### src/rtl/fetch_pkg.sv
// Shared types and default parameters for the imem fetch controller.
// Holds the FSM state enum, the transaction owner enum and the map defaults.
package fetch_pkg;

    localparam logic [31:0] D_TEXT_BASE  = 32'h0040_0000;
    localparam int          D_DEPTH      = 1024;
    localparam int          D_STARVE_MAX = 4;

    typedef enum logic [1:0] {
        ST_IDLE  = 2'd0,
        ST_ISSUE = 2'd1,
        ST_RESP  = 2'd2
    } fetch_state_e;

    typedef enum logic {
        OWN_CPU = 1'b0,
        OWN_DBG = 1'b1
    } fetch_owner_e;

endpackage

### src/rtl/imem_fetch_ctrl_if.sv
// Bus bundle between the fetch controller, its two requesters and imem.
// slave: controller side. master: CPU, debug reader and imem side.
interface imem_fetch_ctrl_if;

    logic        cpu_req;
    logic [31:0] cpu_addr;
    logic        cpu_flush;
    logic        cpu_ack;
    logic        cpu_gnt;
    logic        cpu_valid;
    logic [31:0] cpu_inst;
    logic        cpu_fault;

    logic        dbg_req;
    logic [31:0] dbg_addr;
    logic        dbg_ack;
    logic        dbg_gnt;
    logic        dbg_valid;
    logic [31:0] dbg_inst;
    logic        dbg_fault;

    logic [31:0] imem_inst;
    logic        imemsrc;
    logic [31:0] imem_pc;

    logic        busy;

    modport slave (
        input  cpu_req,
        input  cpu_addr,
        input  cpu_flush,
        input  cpu_ack,
        output cpu_gnt,
        output cpu_valid,
        output cpu_inst,
        output cpu_fault,
        input  dbg_req,
        input  dbg_addr,
        input  dbg_ack,
        output dbg_gnt,
        output dbg_valid,
        output dbg_inst,
        output dbg_fault,
        input  imem_inst,
        output imemsrc,
        output imem_pc,
        output busy
    );

    modport master (
        output cpu_req,
        output cpu_addr,
        output cpu_flush,
        output cpu_ack,
        input  cpu_gnt,
        input  cpu_valid,
        input  cpu_inst,
        input  cpu_fault,
        output dbg_req,
        output dbg_addr,
        output dbg_ack,
        input  dbg_gnt,
        input  dbg_valid,
        input  dbg_inst,
        input  dbg_fault,
        output imem_inst,
        input  imemsrc,
        input  imem_pc,
        input  busy
    );

endinterface

### src/rtl/fetch_addr_xlate.sv
// Byte address to imem word index translation with fault detection.
// Ports: addr (byte address) in; index (word index), fault out.
module fetch_addr_xlate
    import fetch_pkg::*;
#(
    parameter logic [31:0] TEXT_BASE = D_TEXT_BASE,
    parameter int          DEPTH     = D_DEPTH
) (
    input  logic [31:0] addr,
    output logic [31:0] index,
    output logic        fault
);

    logic [31:0] off;

    // Below-base addresses wrap to huge offsets; the explicit compare
    // keeps them faulting even if DEPTH is ever made very large.
    always_comb begin
        off   = addr - TEXT_BASE;
        index = off >> 2;
        fault = (addr[1:0] != 2'b00)
             || (addr < TEXT_BASE)
             || (index >= 32'(DEPTH));
    end

endmodule

### src/rtl/imem_fetch_ctrl.sv
// Arbiter/sequencer for the single imem read port (CPU and debug reader).
// Ports: clk, rst (sync, active-high), bus (imem_fetch_ctrl_if.slave).
module imem_fetch_ctrl
    import fetch_pkg::*;
#(
    parameter logic [31:0] TEXT_BASE  = D_TEXT_BASE,
    parameter int          DEPTH      = D_DEPTH,
    parameter int          STARVE_MAX = D_STARVE_MAX
) (
    input  logic            clk,
    input  logic            rst,
    imem_fetch_ctrl_if.slave bus
);

    localparam int SW = $clog2(STARVE_MAX + 1);
    localparam logic [SW-1:0] SMAX = SW'(STARVE_MAX);

    fetch_state_e  state;
    fetch_owner_e  owner;
    logic [SW-1:0] starve_cnt;

    logic        imemsrc_q;
    logic [31:0] imem_pc_q;
    logic        cpu_gnt_q;
    logic        dbg_gnt_q;
    logic        cpu_valid_q;
    logic        dbg_valid_q;
    logic        cpu_fault_q;
    logic        dbg_fault_q;

    logic        cpu_ok;
    logic        starved;
    logic        sel_dbg;
    logic        grant;
    logic [31:0] sel_addr;
    logic [31:0] idx;
    logic        fault;
    logic        cpu_kill;
    logic        own_ack;

    always_comb begin
        // A flushing CPU cannot be granted; debug may take the slot.
        cpu_ok   = bus.cpu_req && !bus.cpu_flush;
        starved  = bus.dbg_req && (starve_cnt == SMAX);
        sel_dbg  = bus.dbg_req && (starved || !cpu_ok);
        grant    = cpu_ok || bus.dbg_req;
        sel_addr = sel_dbg ? bus.dbg_addr : bus.cpu_addr;
        cpu_kill = (owner == OWN_CPU) && bus.cpu_flush;
        own_ack  = (owner == OWN_CPU) ? bus.cpu_ack
                                      : bus.dbg_ack;
    end

    fetch_addr_xlate #(
        .TEXT_BASE (TEXT_BASE),
        .DEPTH     (DEPTH)
    ) u_xlate (
        .addr  (sel_addr),
        .index (idx),
        .fault (fault)
    );

    always_ff @(posedge clk) begin
        if (rst) begin
            state       <= ST_IDLE;
            owner       <= OWN_CPU;
            starve_cnt  <= '0;
            imemsrc_q   <= 1'b0;
            imem_pc_q   <= '0;
            cpu_gnt_q   <= 1'b0;
            dbg_gnt_q   <= 1'b0;
            cpu_valid_q <= 1'b0;
            dbg_valid_q <= 1'b0;
            cpu_fault_q <= 1'b0;
            dbg_fault_q <= 1'b0;
        end else begin
            cpu_gnt_q <= 1'b0;
            dbg_gnt_q <= 1'b0;
            unique case (state)
                ST_IDLE: begin
                    if (grant) begin
                        owner     <= sel_dbg ? OWN_DBG : OWN_CPU;
                        cpu_gnt_q <= !sel_dbg;
                        dbg_gnt_q <= sel_dbg;
                        unique case (1'b1)
                            sel_dbg:
                                starve_cnt <= '0;
                            !bus.dbg_req:
                                starve_cnt <= '0;
                            default:
                                if (starve_cnt != SMAX)
                                    starve_cnt <= starve_cnt + SW'(1);
                        endcase
                        // Faults skip the imem read entirely.
                        if (fault) begin
                            state       <= ST_RESP;
                            cpu_valid_q <= !sel_dbg;
                            dbg_valid_q <= sel_dbg;
                            cpu_fault_q <= !sel_dbg;
                            dbg_fault_q <= sel_dbg;
                        end else begin
                            state     <= ST_ISSUE;
                            imemsrc_q <= 1'b1;
                            imem_pc_q <= idx;
                        end
                    end
                end
                ST_ISSUE: begin
                    imemsrc_q <= 1'b0;
                    if (cpu_kill) begin
                        state <= ST_IDLE;
                    end else begin
                        state       <= ST_RESP;
                        cpu_valid_q <= (owner == OWN_CPU);
                        dbg_valid_q <= (owner == OWN_DBG);
                    end
                end
                ST_RESP: begin
                    if (cpu_kill || own_ack) begin
                        state       <= ST_IDLE;
                        cpu_valid_q <= 1'b0;
                        dbg_valid_q <= 1'b0;
                        cpu_fault_q <= 1'b0;
                        dbg_fault_q <= 1'b0;
                    end
                end
                default: begin
                    state <= ST_IDLE;
                end
            endcase
        end
    end

    // imemsrc is low throughout RESP, so imem_inst is stable there.
    assign bus.cpu_inst  = (cpu_valid_q && !cpu_fault_q)
                         ? bus.imem_inst : '0;
    assign bus.dbg_inst  = (dbg_valid_q && !dbg_fault_q)
                         ? bus.imem_inst : '0;
    assign bus.imemsrc   = imemsrc_q;
    assign bus.imem_pc   = imem_pc_q;
    assign bus.cpu_gnt   = cpu_gnt_q;
    assign bus.dbg_gnt   = dbg_gnt_q;
    assign bus.cpu_valid = cpu_valid_q;
    assign bus.dbg_valid = dbg_valid_q;
    assign bus.cpu_fault = cpu_fault_q;
    assign bus.dbg_fault = dbg_fault_q;
    assign bus.busy      = (state != ST_IDLE);

endmodule

### src/flat_wrapper.sv
// flat-port wrapper written by rule: the top's interface ports become plain ports
module imem_fetch_ctrl_flat import fetch_pkg::*;
#(
    parameter logic [31:0] TEXT_BASE  = D_TEXT_BASE,
    parameter int          DEPTH      = D_DEPTH,
    parameter int          STARVE_MAX = D_STARVE_MAX
)
  (clk, rst, bus_cpu_req, bus_cpu_addr, bus_cpu_flush, bus_cpu_ack, bus_cpu_gnt, bus_cpu_valid, bus_cpu_inst, bus_cpu_fault, bus_dbg_req, bus_dbg_addr, bus_dbg_ack, bus_dbg_gnt, bus_dbg_valid, bus_dbg_inst, bus_dbg_fault, bus_imem_inst, bus_imemsrc, bus_imem_pc, bus_busy);
  imem_fetch_ctrl_if bus_i ();
  input  logic clk;
  input  logic rst;
  input wire logic [$bits(bus_i.cpu_req)-1:0] bus_cpu_req;
  input wire logic [$bits(bus_i.cpu_addr)-1:0] bus_cpu_addr;
  input wire logic [$bits(bus_i.cpu_flush)-1:0] bus_cpu_flush;
  input wire logic [$bits(bus_i.cpu_ack)-1:0] bus_cpu_ack;
  output wire logic [$bits(bus_i.cpu_gnt)-1:0] bus_cpu_gnt;
  output wire logic [$bits(bus_i.cpu_valid)-1:0] bus_cpu_valid;
  output wire logic [$bits(bus_i.cpu_inst)-1:0] bus_cpu_inst;
  output wire logic [$bits(bus_i.cpu_fault)-1:0] bus_cpu_fault;
  input wire logic [$bits(bus_i.dbg_req)-1:0] bus_dbg_req;
  input wire logic [$bits(bus_i.dbg_addr)-1:0] bus_dbg_addr;
  input wire logic [$bits(bus_i.dbg_ack)-1:0] bus_dbg_ack;
  output wire logic [$bits(bus_i.dbg_gnt)-1:0] bus_dbg_gnt;
  output wire logic [$bits(bus_i.dbg_valid)-1:0] bus_dbg_valid;
  output wire logic [$bits(bus_i.dbg_inst)-1:0] bus_dbg_inst;
  output wire logic [$bits(bus_i.dbg_fault)-1:0] bus_dbg_fault;
  input wire logic [$bits(bus_i.imem_inst)-1:0] bus_imem_inst;
  output wire logic [$bits(bus_i.imemsrc)-1:0] bus_imemsrc;
  output wire logic [$bits(bus_i.imem_pc)-1:0] bus_imem_pc;
  output wire logic [$bits(bus_i.busy)-1:0] bus_busy;
  assign bus_i.cpu_req = bus_cpu_req;
  assign bus_i.cpu_addr = bus_cpu_addr;
  assign bus_i.cpu_flush = bus_cpu_flush;
  assign bus_i.cpu_ack = bus_cpu_ack;
  assign bus_cpu_gnt = bus_i.cpu_gnt;
  assign bus_cpu_valid = bus_i.cpu_valid;
  assign bus_cpu_inst = bus_i.cpu_inst;
  assign bus_cpu_fault = bus_i.cpu_fault;
  assign bus_i.dbg_req = bus_dbg_req;
  assign bus_i.dbg_addr = bus_dbg_addr;
  assign bus_i.dbg_ack = bus_dbg_ack;
  assign bus_dbg_gnt = bus_i.dbg_gnt;
  assign bus_dbg_valid = bus_i.dbg_valid;
  assign bus_dbg_inst = bus_i.dbg_inst;
  assign bus_dbg_fault = bus_i.dbg_fault;
  assign bus_i.imem_inst = bus_imem_inst;
  assign bus_imemsrc = bus_i.imemsrc;
  assign bus_imem_pc = bus_i.imem_pc;
  assign bus_busy = bus_i.busy;
  imem_fetch_ctrl #(.TEXT_BASE(TEXT_BASE), .DEPTH(DEPTH), .STARVE_MAX(STARVE_MAX)) u_core (.clk(clk), .rst(rst), .bus(bus_i));
endmodule
### config.mk
export PLATFORM = sky130hd
export DESIGN_NAME = imem_fetch_ctrl_flat
export DESIGN_NICKNAME = d
export VERILOG_FILES = /design/src/rtl/fetch_pkg.sv /design/src/rtl/imem_fetch_ctrl_if.sv /design/src/rtl/fetch_addr_xlate.sv /design/src/rtl/imem_fetch_ctrl.sv /design/src/flat_wrapper.sv
export SDC_FILE = /design/constraint.sdc
export NUM_CORES = 1
export LEC_CHECK = 0
export ABC_AREA = 0
export BUFFER_PORTS_ARGS = -buffer_cell sky130_fd_sc_hd__buf_2
export CORE_ASPECT_RATIO = 0.75
export CORE_MARGIN = 2
export CORE_UTILIZATION = 30
export CTS_BUF_LIST = sky130_fd_sc_hd__clkbuf_2
export DETAILED_ROUTE_END_ITERATION = 8
export PLACE_DENSITY = 0.77
export SLEW_MARGIN = 20
export SYNTH_ARGS = -nofsm -noshare
export SYNTH_HDL_FRONTEND = slang
export SYNTH_SLANG_ARGS = --single-unit
export TNS_END_PERCENT = 100
### constraint.sdc
create_clock -name clk -period 3.74 [get_ports clk]
set_input_delay 0.187 -clock clk [delete_from_list [all_inputs] [get_ports clk]]
set_output_delay 0.187 -clock clk [all_outputs]
set_load 0.02 [all_outputs]
==> results of run 1 <==
[synthesized netlist by cell type (8+ instances only)]
master and instances:
mux2_2 12, nor4_1 11, nor2_1 12, ha_1 8, nand2_1 27, inv_1 9, nor2b_1 16, a21oi_1 25
dfxtp_1 43, o21ai_0 9, and2_1 83, nor3_1 8, clkbuf_1 13, mux2i_1 8
[kinds of logic (layout without fill, tap and decap cells)]
family	count (synthesis)	after routing	share of synthesized area (%)
AND/OR/NAND/NOR	183	183	38.99
buffers and inverters	26	226	4.003
XOR/XNOR	5	5	1.593
adder cells (fa/ha/maj)	8	8	3.640
multiplexers	20	20	7.825
other	1	2	0.1364
flip-flops	43	43	31.30
AO/OA/AOI/OAI	53	53	12.51
[worst min-delay path: cells and delay by family]
family / cells / cell delay [ns]
muxes: 1 / 0.11
buffers and inverters: 1 / 0.10
and+or+nand+nor: 1 / 0.09
AOI/OAI and AO/OA: 1 / 0.07
[per-stage QoR]
step / hold WS (ns) / utilization, % / power, W / std cells
after floorplan: 0.4351 / - / 0.0007151 / 340
after global placement: 0.4377 / 43.21 / 0.0008598 / 644
after detailed placement: 0.4414 / 43.24 / 0.0008699 / 644
after CTS: 0.1090 / 44.04 / 0.001149 / 652
after global routing: 0.1118 / 44.32 / 0.001209 / 652
final: 0.1490 / 44.32 / 0.001140 / 652
[layout make-up]
type / instances / area (sq um)
fill: 907 / 4995
multi-input combinational: 271 / 1810
timing repair buffer: 209 / 1059
sequential: 43 / 860.8
tap: 112 / 140.1
clock inverter: 3 / 47.55
inverter: 9 / 33.78
clock buffer: 5 / 25.02
[layer usage]
metal | vias to the layer above | global-route usage (%) | wire, microns
met2 | 124 | 32.97 | 4631
met4 | 0 | 3.215 | 52
met5 | - | 0 | 0
li1 | 1551 | - | -
met3 | 7 | 3.549 | 620
met1 | 1392 | 19.60 | 3598
[worst paths after layout]
check / from / end / slack (ns) / cells past startpoint
max reg2reg: u_core.starve_cnt[0] / u_core.bus.cpu_valid / 0.25 / 12
min: bus_dbg_addr[22] / u_core.bus.imem_pc[20] / 0.15 / 4
min reg2reg: u_core.bus.imem_pc[16] / u_core.bus.imem_pc[16] / 0.49 / 1
max: u_core.starve_cnt[0] / u_core.bus.cpu_valid / 0.25 / 12
[power by group]
group | switching, W | total [W] | internal [W]
clock | 0.000162 | 0.000278 | 0.000117
combinational | 0.000235 | 0.000385 | 0.000150
sequential | 0.00000864 | 0.000477 | 0.000468
==> results.py, run 1 <==
metrics = {
    "outcome": {
        "status": "finished, final reports clean",
    },
    "placement": {
        "place_ws_ns": 0.2449,
        "dp_hpwl_microns": 7469,
        "routabilityCongestion": 0.9547,
        "place_area_sq_mm": 0.003879,
        "io_buffers": 204,
    },
    "floorplan": {
        "core_area_sq_mm": 0.008971,
        "die_area_sq_mm": 0.009957,
        "start_util_pct": 30.66,
        "pin_count": 207,
        "die-height_microns": 86.92,
        "die_x_microns": 114.6,
        "fp-row-count": 30,
    },
    "global_route": {
        "antenna_found_initial": 0,
        "track_usage_pct": 17.11,
        "grt_pass1_vias": 2888,
        "grt_max_degree": 38,
        "grt_pass1_wl_microns": 13610,
        "overflow": 0,
    },
    "worst_setup_path": {
        "critical_path_buf_inv_count": 2,
        "cpLargestDelayFamily": "compound AO/OA/AOI/OAI gates",
        "crit_path_cell_trace": "inv_1 -> ha_1 -> and2_1 -> o21ai_4 -> mux2i_1 -> ha_1 -> inv_1 -> or3_1 -> a2111oi_4 -> o2111ai_2 -> o21ai_1 -> mux2_2",
        "startpoint_type": "flip-flop",
        "crit_fanout": 6,
        "critPathMaxStageDelay_ns": 0.46,
        "path_class": "reg2reg",
        "cp-end-kind": "flip-flop",
        "arrival_ns": 3.85,
        "required_ns": 4.10,
        "cp_slowest_cell": "or3_1",
    },
    "sta": {
        "hold_viol": 0,
        "slew_headroom_pct": 45.28,
        "min_period_over_period_pct": 93.40,
        "setup-violations-final": 0,
        "period_needed_ns": 3.493,
        "fin_skew_ns": 0.01966,
        "setup_ws_ns": 0.2469,
        "fin_tns_setup_ns": 0,
        "final_max_slew_viol_count": 0,
        "tightest_slew_ns": 0.8199,
        "fmax_ghz": 0.2863,
    },
    "clock_network": {
        "clockRootBuffer": "clkbuf_2",
        "clockBufferDepth": 2,
        "cts_resized": 0,
        "clock_latency_ns": 0.43,
        "post-cts-setup-buffers": 0,
        "cts.sinks": 43,
        "cts_tree": "built",
        "numCtsBuffers": 5,
        "htreeDepth": 2,
        "cts-hold-fix-buffers": 0,
        "path_clk_slew_ns": 0.24,
    },
    "finish": {
        "mostFrequentLayoutCells": "buf_2 (204), and2_1 (83), dfxtp_1 (43), nand2_1 (27), a21oi_1 (25)",
        "drive_gt1_share_pct": 44.63,
        "nets": 650,
        "largest_reg_flops": 30,
        "final_common_cell": "buf_2",
        "syn_to_final_growth_pct": 44.59,
        "num_antenna_cells": 0,
        "finalInstanceArea_sq_mm": 0.003976,
    },
    "pwr": {
        "powerDensity_mw_per_mm2": 286.8,
        "ir_drop_v": 0.0001444,
        "leakage_nw": 2.126,
    },
    "routing": {
        "drtAntennaViolNets": 0,
        "drcViolationCount": 0,
        "vias": 3074,
        "wl_per_cell_microns": 13.65,
        "dr.first_iter.drc_count": 146,
        "dr.pass1.iters": 4,
        "drt_wl_total_microns": 8902,
        "viasPerCell": 4.715,
    },
    "logic_synthesis": {
        "yosysWarnings": 0,
        "synth_edf_count": 0,
        "yosysUniqueCellTypes": 48,
        "async_flop_share_pct": 0,
        "yosysSeqAreaShare_pct": 31.30,
        "synthTopCellsByArea": "dfxtp_1 (31%), and2_1 (19%), mux2_2 (4.9%), a21oi_1 (4.5%), nand2_1 (3.7%)",
        "synth-main-ff-cell": "dfxtp_1",
        "yosys.area.top_type_share_pct": 31.30,
        "synth_area_sq_mm": 0.002750,
        "synth_area_leader_cell": "dfxtp_1",
        "syn_inst": 339,
        "synth_seq_cells": 43,
        "avgSynthCellArea_sq_um": 8.113,
    },
    "hold_path": {
        "holdCritPathClass": "in2reg",
    },
    "run": {
        "cap_violations": 0,
    },
}
(Power assumes the default switching activity.)
==> run 2, diff against run 1 <==
Settings changed: MAX_ROUTING_LAYER set to met4.
==> results.py, run 2 (synthesis results as in run 1) <==
metrics = {
    "worst_setup_path": {
        "required_ns": 4.10,
        "r2r_end": "u_core.bus.cpu_valid",
        "cp-end-kind": "flip-flop",
        "r2r_slack_ns": 0.24,
        "crit_path_cell_trace": "inv_1 -> ha_1 -> and2_1 -> o21ai_4 -> mux2i_1 -> ha_1 -> inv_1 -> or3_1 -> a2111oi_4 -> o2111ai_2 -> o21ai_1 -> mux2_2",
        "rr_worst_depth": 12,
        "path_class": "reg2reg",
        "startpoint_type": "flip-flop",
        "arrival_ns": 3.86,
        "critPathMaxStageDelay_ns": 0.46,
        "crit_fanout": 6,
        "cp_slowest_cell": "or3_1",
        "r2r_start": "u_core.starve_cnt[0]",
    },
    "sta": {
        "hold_viol": 0,
        "slew_headroom_pct": 45.28,
        "setup-violations-final": 0,
        "whs_ns": 0.1540,
        "fin_skew_ns": 0.01919,
        "fmax_ghz": 0.2857,
        "period_needed_ns": 3.501,
        "min_period_over_period_pct": 93.60,
        "fin_tns_setup_ns": 0,
        "final_max_slew_viol_count": 0,
        "tightest_slew_ns": 0.8199,
    },
    "hold_path": {
        "holdCritPathClass": "in2reg",
        "min-delay-start": "bus_dbg_addr[22]",
        "hold_depth": 4,
        "whs_endpoint": "u_core.bus.imem_pc[20]",
    },
    "finish": {
        "seq_area_sq_um": 860.8,
        "multi_input_area_sq_mm": 0.001810,
        "mostFrequentLayoutCells": "buf_2 (204), and2_1 (83), dfxtp_1 (43), nand2_1 (27), a21oi_1 (25)",
        "largest_reg_flops": 30,
        "num_antenna_cells": 0,
        "fillers": 907,
        "final_common_cell": "buf_2",
        "drive_gt1_share_pct": 44.63,
        "nets": 650,
        "syn_to_final_growth_pct": 44.59,
    },
    "clock_network": {
        "clock_latency_ns": 0.42,
        "htreeDepth": 2,
        "numCtsBuffers": 5,
        "cts_tree": "built",
        "clockBufferDepth": 2,
        "cts_resized": 0,
        "cts-hold-fix-buffers": 0,
        "path_clk_slew_ns": 0.24,
        "clockRootBuffer": "clkbuf_2",
        "cts.sinks": 43,
        "post-cts-setup-buffers": 0,
    },
    "pwr": {
        "ir_drop_v": 0.0001434,
        "powerDensity_mw_per_mm2": 286.2,
        "leakage_nw": 2.126,
    },
    "floorplan": {
        "pin_count": 207,
        "core_area_sq_mm": 0.008971,
        "fp-row-count": 30,
        "die-height_microns": 86.92,
        "start_util_pct": 30.66,
        "die_area_sq_mm": 0.009957,
        "die_x_microns": 114.6,
    },
    "run": {
        "cap_violations": 0,
    },
    "global_route": {
        "grt_pass1_wl_microns": 13630,
        "antenna_found_initial": 0,
        "overflow": 0,
        "track_usage_pct": 17.60,
        "grt_pass1_vias": 2906,
        "grt_max_degree": 38,
    },
    "routing": {
        "dr.first_iter.drc_count": 136,
        "drt_wl_total_microns": 8884,
        "vias": 3080,
        "dr.pass1.iters": 4,
        "viasPerCell": 4.724,
        "drcViolationCount": 0,
        "wl_per_cell_microns": 13.63,
        "drtAntennaViolNets": 0,
    },
    "placement": {
        "io_buffers": 204,
        "routabilityCongestion": 0.9722,
        "dp_hpwl_microns": 7469,
    },
    "outcome": {
        "status": "finished, final reports clean",
    },
}
==> run 2: report_power, final <==
part	internal [W]	switching (W)	total [W]
logic	0.000150	0.000234	0.000385
registers	0.000468	0.00000869	0.000477
clock network	0.000117	0.000159	0.000276
total	0.000736	0.000402	0.00114
==> run 2: worst max path at each step <==
| stage | to | slack [ns] | from | cells past startpoint |
|---|---|---|---|---|
| 6_report | u_core.bus.cpu_valid | 0.24 | u_core.starve_cnt[0] | 12 |
| 3_3_place_gp | u_core.bus.cpu_valid | 0.47 | u_core.starve_cnt[0] | 12 |
| 3_5_place_dp | u_core.bus.cpu_valid | 0.24 | u_core.starve_cnt[0] | 12 |
| 5_1_grt | u_core.bus.cpu_valid | -0.01 | u_core.starve_cnt[0] | 12 |
| 2_1_floorplan | u_core.bus.imem_pc[10] | 0.11 | u_core.starve_cnt[0] | 16 |
| 4_1_cts | u_core.bus.cpu_valid | 0.20 | u_core.starve_cnt[0] | 12 |
==> run 2: critical path: cells and delay by family (launching register included) <==
family / cells / cell delay [ns]
AO/OA/AOI/OAI: 4 / 1.18
adder cells (fa/ha/maj): 2 / 0.40
buffers and inverters: 2 / 0.16
flip-flops: 1 / 0.39
multiplexers: 2 / 0.67
AND/OR/NAND/NOR: 2 / 0.65
==> run 2: layout make-up <==
type                       count  share of cell area, %
timing repair buffer         209                  26.62
sequential                    43                  21.65
tap                          112                  3.524
inverter                       9                 0.8496
clock inverter                 3                  1.196
multi-input combinational    271                  45.53
clock buffer                   5                 0.6293
==> run 2: per-stage QoR <==
step                setup WS [ns]  utilization (%)  area [sq um]  instances  power [W]
floorplan                  0.1139                -          2754        340  0.0007151
global placement           0.4715            43.21          3876        644  0.0008598
detailed placement         0.2449            43.24          3879        644  0.0008699
CTS                        0.1960            44.04          3951        652   0.001149
global route             -0.01137            44.32          3976        652   0.001207
finish                     0.2393            44.32          3976        652   0.001138
==> run 2: routing by layer <==
metal  track usage [%]  vias to the layer above  wire length, microns
li1                  -                     1555                     -
met1             19.94                     1388                  3633
met2             33.08                      128                  4630
met3             2.366                        9                   558
met4             3.880                        0                    62
met5                 -                        -                     0
==> run 3, diff against run 2 <==
Settings changed: CORE_MARGIN 2 to not set, MAX_ROUTING_LAYER met4 to not set, RECOVER_POWER set to 25.
==> results.py, run 3 (synthesis results as in run 1) <==
metrics = {
    "outcome": {
        "status": "finished, final reports clean",
    },
    "pwr": {
        "powerDensity_mw_per_mm2": 274.5,
        "ir_drop_v": 0.0001583,
        "leakage_nw": 1.951,
    },
    "routing": {
        "wl_per_cell_microns": 13.69,
        "viasPerCell": 4.792,
        "dr.pass1.iters": 4,
        "drtAntennaViolNets": 0,
        "dr.first_iter.drc_count": 90,
        "drcViolationCount": 0,
        "drt_wl_total_microns": 8873,
        "vias": 3105,
    },
    "global_route": {
        "grt_pass1_wl_microns": 14280,
        "grt_max_degree": 38,
        "antenna_found_initial": 0,
        "grt_pass1_vias": 3001,
        "overflow": 0,
        "track_usage_pct": 18.28,
    },
    "run": {
        "cap_violations": 0,
    },
    "worst_setup_path": {
        "crit_fanout": 10,
        "required_ns": 4.06,
        "critical_path_buf_inv_count": 2,
        "arrival_ns": 3.82,
        "cp_slowest_cell": "a2111oi_1",
        "startpoint_type": "flip-flop",
        "critPathMaxStageDelay_ns": 0.48,
        "cp-end-kind": "flip-flop",
        "path_class": "reg2reg",
        "crit_path_cell_trace": "inv_1 -> ha_1 -> and2_1 -> o21ai_4 -> mux2i_2 -> ha_1 -> inv_1 -> or3_1 -> a2111oi_1 -> a41o_1 -> and4_4 -> nand2_4 -> mux2_2",
        "cpLargestDelayFamily": "simple AND/OR/NAND/NOR gates",
    },
    "placement": {
        "dp.cells": 640,
        "routabilityCongestion": 0.8940,
        "dp_hpwl_microns": 7310,
        "io_buffers": 204,
    },
    "hold_path": {
        "holdCritPathClass": "in2reg",
    },
    "sta": {
        "fmax_ghz": 0.2857,
        "rsz0062_at_grt": "no",
        "setup-violations-final": 0,
        "hold_viol": 0,
        "final_max_slew_viol_count": 0,
        "tightest_slew_ns": 0.6669,
        "slew_headroom_pct": 55.54,
        "fin_skew_ns": 0.01243,
        "min_period_over_period_pct": 93.58,
        "fin_tns_setup_ns": 0,
        "period_needed_ns": 3.500,
    },
    "clock_network": {
        "cts.sinks": 43,
        "clockBufferDepth": 2,
        "cts-hold-fix-buffers": 0,
        "path_clk_slew_ns": 0.22,
        "clockRootBuffer": "clkbuf_2",
        "htreeDepth": 2,
        "clock_latency_ns": 0.40,
        "numCtsBuffers": 5,
        "cts_tree": "built",
    },
    "floorplan": {
        "fp-row-count": 29,
        "die-height_microns": 84.92,
        "die_x_microns": 112.6,
        "start_util_pct": 31.71,
        "pin_count": 207,
        "die_area_sq_mm": 0.009558,
        "core_area_sq_mm": 0.008672,
    },
    "finish": {
        "fillers": 925,
        "mostFrequentLayoutCells": "buf_2 (168), and2_1 (83), dfxtp_1 (43), clkbuf_1 (36), nand2_1 (27)",
        "seq_area_sq_um": 860.8,
        "multi_input_area_sq_mm": 0.001794,
        "num_antenna_cells": 0,
        "final_cells": 648,
        "syn_to_final_growth_pct": 41.36,
        "drive_gt1_share_pct": 37.78,
        "final_common_cell": "buf_2",
        "largest_reg_flops": 30,
        "nets": 650,
    },
}
-- run 3: cell count changes in the layout (fill, tap and decap cells not counted), sizes merged --
cell,change
clkinvlp,+1
clkbuf,+36
inv,-1
clkinv,+1
bufinv,-1
buf,-36
-- run 3: final timing paths --
check                                           from                    end  slack (ns)  depth (start not counted)
worst max register to register  u_core.starve_cnt[0]  u_core.bus.imem_pc[6]        0.24                         13
worst min register to register  u_core.starve_cnt[2]   u_core.starve_cnt[2]        0.48                          2
worst min-delay path                bus_dbg_addr[11]  u_core.bus.imem_pc[9]        0.15                          4
worst max-delay path            u_core.starve_cnt[0]  u_core.bus.imem_pc[6]        0.24                         13
-- run 3: layout make-up --
class,instances,area share [%]
inverters,9,0.8690
flip-flops and latches,43,22.14
well taps,108,3.476
clock inverters,3,0.6437
multi-input cells,271,46.15
clock buffers,5,0.6437
repair buffers,209,26.07
-- run 3: metrics by stage --
| step | power, W | area (sq um) | util (%) | setup slack [ns] | hold WS, ns |
|---|---|---|---|---|---|
| 3_3_place_gp | 0.0008621 | 3871 | 44.64 | 0.4805 | 0.4376 |
| 5_1_grt | 0.001140 | 3887 | 44.83 | 0.003161 | 0.1114 |
| 2_1_floorplan | 0.0007151 | 2754 | - | 0.1139 | 0.4351 |
| 3_5_place_dp | 0.0008711 | 3871 | 44.64 | 0.2248 | 0.4389 |
| 4_1_cts | 0.001080 | 3921 | 45.22 | 0.2165 | 0.1271 |
| 6_report | 0.001067 | 3887 | 44.83 | 0.2401 | 0.1549 |
-- run 3: repair_timing --
action                                  in CTS  in global routing
gates resized for setup                      0                  3
buffers inserted                             0                  0
endpoints found under the setup margin       0                  7
-- run 3: metal layers --
metal | GRT usage [%] | share of wire [%] | vias to the layer above
li1 | - | - | 1550
met2 | 34.01 | 51 | 127
met4 | 4.121 | 1.5 | 0
met1 | 21.75 | 43 | 1415
met5 | 0 | 0 | -
met3 | 3.500 | 5.4 | 13
-- run 3: report_power, final --
part | internal, W | total, W | switching [W] | leakage [nW]
Clock | 0.0000484 | 0.000205 | 0.000157 | 0.0292
Combinational | 0.000151 | 0.000386 | 0.000235 | 1.57
Sequential | 0.000468 | 0.000476 | 0.00000767 | 0.348
Total | 0.000668 | 0.00107 | 0.000399 | 1.95
-- run 3: worst register-to-register path, cell delays in order, from the launching register on --
cell and delay, ns:
dfxtp_1 0.38, inv_1 0.07, ha_1 0.18, and2_1 0.18, o21ai_4 0.20, mux2i_2 0.34
ha_1 0.20, inv_1 0.08, or3_1 0.42, a2111oi_1 0.48, a41o_1 0.14, and4_4 0.29
nand2_4 0.12, mux2_2 0.34
